File: src/rtl/roc_bnk_ctrl.sv
// rtl/roc_bnk_ctrl.sv - ring-oscillator bank sequencer: warm-up, sampling, word packing, stuck test
// Latches the challenge pair, enables the bank, packs XOR-compressed RO samples into words.
module roc_bnk_ctrl #(
  parameter int WARM_CYC   = 64,
  parameter int SAMPLE_DIV = 16,
  parameter int OUT_W      = 8,
  parameter int STUCK_LIM  = 32
) (
  input  logic             clk,
  input  logic             rst_n,
  input  logic             run_i,
  input  logic [7:0]       cnf1_i,
  input  logic [7:0]       cnf2_i,
  input  logic             clr_alarm_i,
  output logic             enx,
  output logic             eny,
  output logic [7:0]       cnf1,
  output logic [7:0]       cnf2,
  input  logic [3:0]       ro,
  output logic [OUT_W-1:0] rnd_o,
  output logic             rnd_valid_o,
  input  logic             rnd_ready_i,
  output logic             busy_o,
  output logic             alarm_o
);

  localparam int WW = $clog2(WARM_CYC + 1);
  localparam int DW = $clog2(SAMPLE_DIV + 1);
  localparam int BW = $clog2(OUT_W + 1);
  localparam int SW = $clog2(STUCK_LIM + 1);

  localparam logic [WW-1:0] WARM_LAST = WW'(WARM_CYC - 1);
  localparam logic [DW-1:0] DIV_LAST  = DW'(SAMPLE_DIV - 1);
  localparam logic [BW-1:0] BIT_LAST  = BW'(OUT_W - 1);
  localparam logic [SW-1:0] STUCK_MAX = SW'(STUCK_LIM);

  typedef enum logic [2:0] {
    S_IDLE,
    S_SETUP,
    S_WARM,
    S_SAMPLE,
    S_OUTPUT,
    S_ALARM
  } state_t;

  state_t        state;
  logic [WW-1:0] warm_cnt;
  logic [DW-1:0] div_cnt;
  logic [BW-1:0] bit_cnt;
  logic [SW-1:0] stuck_cnt;
  logic [SW-1:0] stuck_nxt;
  logic [3:0]    ro_meta;
  logic [3:0]    ro_sync;
  logic [3:0]    prev;
  logic          en_q;

  assign enx = en_q;
  assign eny = en_q;

  // Saturating run length of identical synchronised samples.
  always_comb begin
    stuck_nxt = '0;
    if (ro_sync == prev)
      stuck_nxt = (stuck_cnt == STUCK_MAX) ? STUCK_MAX : stuck_cnt + SW'(1);
  end

  always_ff @(posedge clk or negedge rst_n) begin
    if (!rst_n) begin
      state       <= S_IDLE;
      warm_cnt    <= '0;
      div_cnt     <= '0;
      bit_cnt     <= '0;
      stuck_cnt   <= '0;
      ro_meta     <= '0;
      ro_sync     <= '0;
      prev        <= '0;
      en_q        <= 1'b0;
      cnf1        <= '0;
      cnf2        <= '0;
      rnd_o       <= '0;
      rnd_valid_o <= 1'b0;
      busy_o      <= 1'b0;
      alarm_o     <= 1'b0;
    end else begin
      ro_meta <= ro;
      ro_sync <= ro_meta;
      case (state)
        S_IDLE: begin
          if (run_i) begin
            state  <= S_SETUP;
            busy_o <= 1'b1;
          end
        end
        S_SETUP: begin
          cnf1      <= cnf1_i;
          cnf2      <= cnf2_i;
          warm_cnt  <= '0;
          div_cnt   <= '0;
          bit_cnt   <= '0;
          stuck_cnt <= '0;
          en_q      <= 1'b1;
          state     <= S_WARM;
        end
        S_WARM: begin
          if (!run_i) begin
            state  <= S_IDLE;
            en_q   <= 1'b0;
            busy_o <= 1'b0;
          end else if (warm_cnt == WARM_LAST) begin
            state   <= S_SAMPLE;
            div_cnt <= '0;
            bit_cnt <= '0;
          end else begin
            warm_cnt <= warm_cnt + WW'(1);
          end
        end
        S_SAMPLE: begin
          if (!run_i) begin
            state  <= S_IDLE;
            en_q   <= 1'b0;
            busy_o <= 1'b0;
          end else if (div_cnt == DIV_LAST) begin
            div_cnt   <= '0;
            prev      <= ro_sync;
            stuck_cnt <= stuck_nxt;
            rnd_o     <= {rnd_o[OUT_W-2:0], ^ro_sync};
            // A trip on the word-completing tick takes precedence over presenting the word.
            if (stuck_nxt == STUCK_MAX) begin
              state   <= S_ALARM;
              en_q    <= 1'b0;
              busy_o  <= 1'b0;
              alarm_o <= 1'b1;
            end else if (bit_cnt == BIT_LAST) begin
              state       <= S_OUTPUT;
              bit_cnt     <= '0;
              rnd_valid_o <= 1'b1;
            end else begin
              bit_cnt <= bit_cnt + BW'(1);
            end
          end else begin
            div_cnt <= div_cnt + DW'(1);
          end
        end
        S_OUTPUT: begin
          if (rnd_ready_i) begin
            rnd_valid_o <= 1'b0;
            div_cnt     <= '0;
            bit_cnt     <= '0;
            if (run_i) begin
              state <= S_SAMPLE;
            end else begin
              state  <= S_IDLE;
              en_q   <= 1'b0;
              busy_o <= 1'b0;
            end
          end
        end
        S_ALARM: begin
          if (clr_alarm_i) begin
            state   <= S_IDLE;
            alarm_o <= 1'b0;
          end
        end
        default: begin
          state       <= S_IDLE;
          en_q        <= 1'b0;
          busy_o      <= 1'b0;
          rnd_valid_o <= 1'b0;
        end
      endcase
    end
  end

endmodule

File: config.mk
export PLATFORM = sky130hd
export DESIGN_NAME = roc_bnk_ctrl
export DESIGN_NICKNAME = d
export VERILOG_FILES = /design/src/rtl/roc_bnk_ctrl.sv
export SDC_FILE = /design/constraint.sdc
export NUM_CORES = 1
export LEC_CHECK = 0
export CAP_MARGIN = 20
export CORE_MARGIN = 2
export CORE_UTILIZATION = 45
export DETAILED_ROUTE_END_ITERATION = 7
export PLACE_DENSITY = 0.69
export SLEW_MARGIN = 40
export SYNTH_ARGS = -nofsm -noshare
export SYNTH_HDL_FRONTEND = slang
export SYNTH_SLANG_ARGS = --single-unit
File: constraint.sdc
create_clock -name clk -period 3 [get_ports clk]
set_input_delay 0.45 -clock clk [delete_from_list [all_inputs] [get_ports clk]]
set_output_delay 0.45 -clock clk [all_outputs]
set_load 0.01 [all_outputs]
Yosys cells after proc, flatten, opt, wreduce, memory -nomap -nowiden

Cells that the tools add are included.

Register bits after elaboration: 65
Input bits: 25
Output and inout bits: 29

$add $sub $neg: 4
Equal/unequal tests: 26
Multiplexer cells: 54
Bitwise gates (word level): 3
Reduce and logical (&&, ||, !) cells: 19

Operators with widths:

| cell                                                                   | number |
|---|---|
| 4-bit two-way mux                                                      | 7 |
| 3-bit two-way mux                                                      | 9 |
| 5-bit two-way mux                                                      | 5 |
| 6-bit two-way mux                                                      | 4 |
| 2-bit != test (second input constant)                                  | 11 |
| 5-bit case mux with 4 select lines                                     | 1 |
| 3-bit case mux with 6 select lines                                     | 1 |
| 1-bit two-way mux                                                      | 17 |
| 4-bit case mux with 4 select lines                                     | 1 |
| 5-bit AND reduction                                                    | 3 |
| 7-bit two-way mux                                                      | 2 |
| 7-bit case mux with 2 select lines                                     | 1 |
| 6-bit equality test (second input constant)                            | 2 |
| 6-bit case mux with 2 select lines                                     | 1 |
| 6-bit AND reduction                                                    | 2 |
| 1-bit case mux with 5 select lines                                     | 2 |
| 3-bit != test (second input constant)                                  | 3 |
| 3-bit AND reduction                                                    | 3 |
| 7-bit by 1-bit adder with 7-bit output (second input constant)         | 1 |
| 7-bit by 6-bit equality test with 1-bit output (second input constant) | 1 |
| 7-bit AND reduction                                                    | 1 |
| 6-bit by 1-bit adder with 6-bit output (second input constant)         | 1 |
| 3-bit by 2-bit equality test with 1-bit output (second input constant) | 2 |
| 3-bit equality test (second input constant)                            | 2 |
| other kinds (18)                                                       | 23 |

Logic depth before layout (Yosys ltp)

Depth in word-level cells: 8
Mapped depth: 9

Worst setup path after synthesis

Ideal clock, no wire load.

Path type: register to register
Start: reg stuck_cnt[0]
End: reg bit_cnt[3]
Setup time: 0.124 ns
Data arrival time: 1.788 ns
Data required time: 2.876 ns
Path slack: 1.088 ns
Cell stages (with the launch flop): 9
Path through: dfrtp_1 -> inv_1 -> ha_1 -> nand2b_1 -> o22a_1 -> nor3_4 -> buf_6 -> nor3_2 -> a211o_1

Longest elaborated chain between the ends: 6

RTL lines:

| what                                                                          | RTL line | text |
|---|---|---|
| start, declared                                                               | 50       | `logic [SW-1:0] stuck_cnt;` |
| start signal, assigned                                                        | 125      | `stuck_cnt <= stuck_nxt;` |
| 6-bit by 1-bit adder with 6-bit output or 6-bit equality test (tied branches) | 64       | `stuck_nxt = (stuck_cnt == STUCK_MAX) ? STUCK_MAX : stuck_cnt + SW'(1);` |
| 6-bit two-way mux (*)                                                         | 64       |  |
| 6-bit two-way mux (*)                                                         | 63       | `if (ro_sync == prev)` |
| 6-bit equality test (*)                                                       | 128      | `if (stuck_nxt == STUCK_MAX) begin` |
| 2-bit != test (no line) (*)                                                   | -        |  |
| 7-bit AND reduction (no line) (*)                                             | -        |  |
| end signal, assigned                                                          | 138      | `bit_cnt <= bit_cnt + BW'(1);` |
| end, declared                                                                 | 49       | `logic [BW-1:0] bit_cnt;` |

Every way passes the cells marked *; elsewhere a longest branch is shown, timed or not.
A chain may end at the register's enable or synchronous reset.

Worst setup path in the final report

Start: in run_i
End: reg rnd_o[7]

Longest elaborated chain between the ends: 1

RTL lines:

| what                          | RTL line | text |
|---|---|---|
| start, declared               | 11       | `input logic run_i,` |
| 3-bit AND reduction (no line) | -        |  |
| end signal, assigned          | 126      | `rnd_o <= {rnd_o[OUT_W-2:0], ^ro_sync};` |
| end, declared                 | 20       | `output logic [OUT_W-1:0] rnd_o,` |

Every way passes these cells.

==> qor.yml <==
power_and_ir_drop:
  power.share.switching_pct: 33.8
  p_leak_nw: 1.80
  p_clk_share_pct: 28.6
  power.density_nw_per_um2: 760
  comb_power_share_pct: 31.6
  switchingPower_uw: 994
  power_frac_seq_pct: 39.9
  p_int_mw: 1.95
  power_mw: 2.94
  peakVddDrop_uv: 499
yosys:
  postSynthCellCount: 298
  synth-edff-count: 0
  seq_area_frac_synth_pct: 53.0
  synth.distinct_cells: 53
  postSynthAreaPerCell_um2: 10.3
  async_flop_share_pct: 100
  synth_flop_cell: "dfrtp_1"
  synth_fp_nets: 328
  ys_ff_latch: 65
  synth_warnings: 0
  netlist_area_um2: 3070
floorplanning:
  io_pins: 54
  die_x_um: 86.6
  die_y_um: 86.6
  dieArea_um2: 7490
  start_util_pct: 45.9
  coreArea_um2: 6680
  num_rows: 30
timing:
  slew_viol_final: 0
  setup_violations: 0
  grt_setup_unrepaired: "false"
  worstMarginPinSlew_ps: 681
  max_freq_ghz: 0.440
  maxSlewHeadroom_pct: 54.5
  fin_setup_tns_ps: 0
  min_period_over_period_pct: 75.7
  skew_ps: 9.28
  finalCriticalPeriod_ps: 2270
  hold_viol_final: 0
detailed_routing:
  drtIter0Drc: 113
  num_vias: 2331
  dr.pass1.iters: 4
  drt_wl_total_um: 6090
  routed_via_density: 5.35
  drc: 0
  ant_nets: 0
  wl_per_cell_um: 14.0
cts:
  cts_root_buf: "clkbuf_8"
  cts.reportedPaths.clkPinSlew_ps: 80
  worstSkewPairLatency_ps: 340
  numCtsBuffers: 9
  post_cts_resized: 0
  post-cts-setup-buffers: 0
  clockBufferDepth: 2
  cts_tree: "yes"
  htree_levels: 3
  cts_hold_buf: 0
  cts_sinks: 65
setup_path:
  startpoint_type: "input pin"
  path_class: "input pin to flip-flop"
  crit_arrival_ps: 2500
  cp-end-kind: "flip-flop"
  required_ps: 3230
  cp_max_fo: 16
placed_design:
  io_buffers: 53
  dp_hpwl_um: 4210
  gp_congestion: 0.918
final_layout:
  areaGrowthSynthToFinish_pct: 26.1
  drive_gt1_share_pct: 11.8
  layout.cells.most_common: "nand2_1"
  fillCellCount: 578
  final_nets: 381
  diodes: 0
  layout_common_cells: "69 x nand2_1, 65 x dfrtp_1, 52 x clkdlybuf4s50_1, 16 x nor2_1, 16 x o21ai_0"
global_route:
  grt_pass1_vias: 2284
  antenna_found_initial: 0
  grt_max_degree: 66
  grt_pass1_wl_um: 10400
  grt_overflow: 0
  grt_usage_pct: 17.8
status:
  status: "completed"
run:
  maxCapViolCount: 0
hold_path:
  hp-class: "input pin to asynchronous set/reset pin"
==> worst paths after layout <==
path / from / to / slack, ps / cells after the start
setup / recovery: run_i / rnd_o[7] / 730 / 5
setup reg to reg: stuck_cnt[0] / busy_o / 780 / 7
hold reg to reg: ro_meta[3] / ro_sync[3] / 350 / 0
hold / removal: rst_n / stuck_cnt[0] / 170 / 2
max in group asynchronous: rst_n / state[1] / 2390 / 2
min in group clk: ro_meta[3] / ro_sync[3] / 350 / 0
==> worst max-delay path, stage by stage <==
cell	delay [ps]
clkdlybuf4s50_1	650
nand4b_1	300
nor3_2	420
buf_4	310
mux2_2	360
==> routing by layer <==
layer	GRT usage, %	vias to the layer above	routed length [um]
met5	0	-	0
met4	5.97	0	68
met3	7.33	7	499
met2	27.6	68	2740
met1	22.6	1126	2780
li1	-	1130	-
==> sequential cells by signal (all words and copies together), names as in the netlist, 3 cells and up <==
name and flops:
bit_cnt 4, cnf1 8, cnf2 8, div_cnt 5, prev 4, rnd_o 8
ro_meta 4, ro_sync 4, state 3, stuck_cnt 6, warm_cnt 7
==> synthesized netlist by cell type, types with 2 or more instances <==
| master | instances | area share (%) |
|---|---|---|
| nand2_1 | 69 | 8.4 |
| dfrtp_1 | 65 | 53 |
| nor2_1 | 16 | 2.0 |
| o21ai_0 | 16 | 2.6 |
| mux2_2 | 12 | 4.4 |
| nand3_1 | 10 | 1.6 |
| a21oi_1 | 8 | 1.3 |
| inv_1 | 8 | 0.98 |
| xor2_1 | 8 | 2.3 |
| xnor2_1 | 6 | 1.7 |
| buf_2 | 5 | 0.82 |
| clkbuf_1 | 5 | 0.61 |
| ha_1 | 5 | 2.0 |
| a31oi_1 | 4 | 0.82 |
| nand3b_1 | 4 | 0.98 |
| nor3_1 | 3 | 0.49 |
| o211a_1 | 3 | 0.98 |
| a211o_1 | 2 | 0.57 |
| a21boi_0 | 2 | 0.49 |
| and3_1 | 2 | 0.41 |
| buf_4 | 2 | 0.49 |
| buf_6 | 2 | 0.73 |
| mux2i_1 | 2 | 0.65 |
| nand2b_1 | 2 | 0.41 |
| nand4_1 | 2 | 0.41 |
| nand4b_1 | 2 | 0.57 |
| nor2b_1 | 2 | 0.41 |
| o21a_1 | 2 | 0.49 |
| o22a_1 | 2 | 0.57 |
| o22ai_1 | 2 | 0.41 |
| o31ai_1 | 2 | 0.49 |
| or3_1 | 2 | 0.41 |
==> cell families after synthesis <==
kind of cell | after synthesis | synth area share (%)
and+or+nand+nor | 126 | 20.6
AOI/OAI and AO/OA | 52 | 11.6
muxes | 14 | 5.06
DFF | 65 | 53.0
buffers and inverters | 22 | 3.63
adders and majority gates | 5 | 2.04
xor gates and xnor gates | 14 | 4.00
==> layout make-up <==
type,instances,area [um^2],share of cell area (%)
multi-input cells,211,1340,34.5
repair buffers,56,552,14.3
clock inverters,7,100,2.59
inverters,8,30.0,0.776
flip-flops and latches,65,1630,42.1
clock buffers,9,124,3.20
well taps,80,100,2.59
==> power by group through the flow <==
stage / clock network, mW / logic [mW] / registers, mW
2_1_floorplan: 0 / 0.502 / 1.20
3_3_place_gp: 0 / 0.920 / 1.18
3_5_place_dp: 0 / 0.937 / 1.18
4_1_cts: 0.855 / 0.941 / 1.17
5_1_grt: 0.894 / 1.04 / 1.20
6_report: 0.840 / 0.929 / 1.17
==> through the flow <==
stage | instance area [um^2] | worst slack (ps) | utilization [%] | hold slack (ps) | std cells
4_1_cts | 3860 | 754 | 57.8 | 307 | 436
2_1_floorplan | 3070 | 1090 | - | 154 | 298
6_report | 3870 | 729 | 57.9 | 175 | 436
3_5_place_dp | 3640 | 389 | 54.5 | 336 | 420
5_1_grt | 3870 | 572 | 57.9 | 226 | 436
3_3_place_gp | 3640 | 476 | 54.5 | 332 | 420
Note: power is estimated with default switching activity, not from simulation.
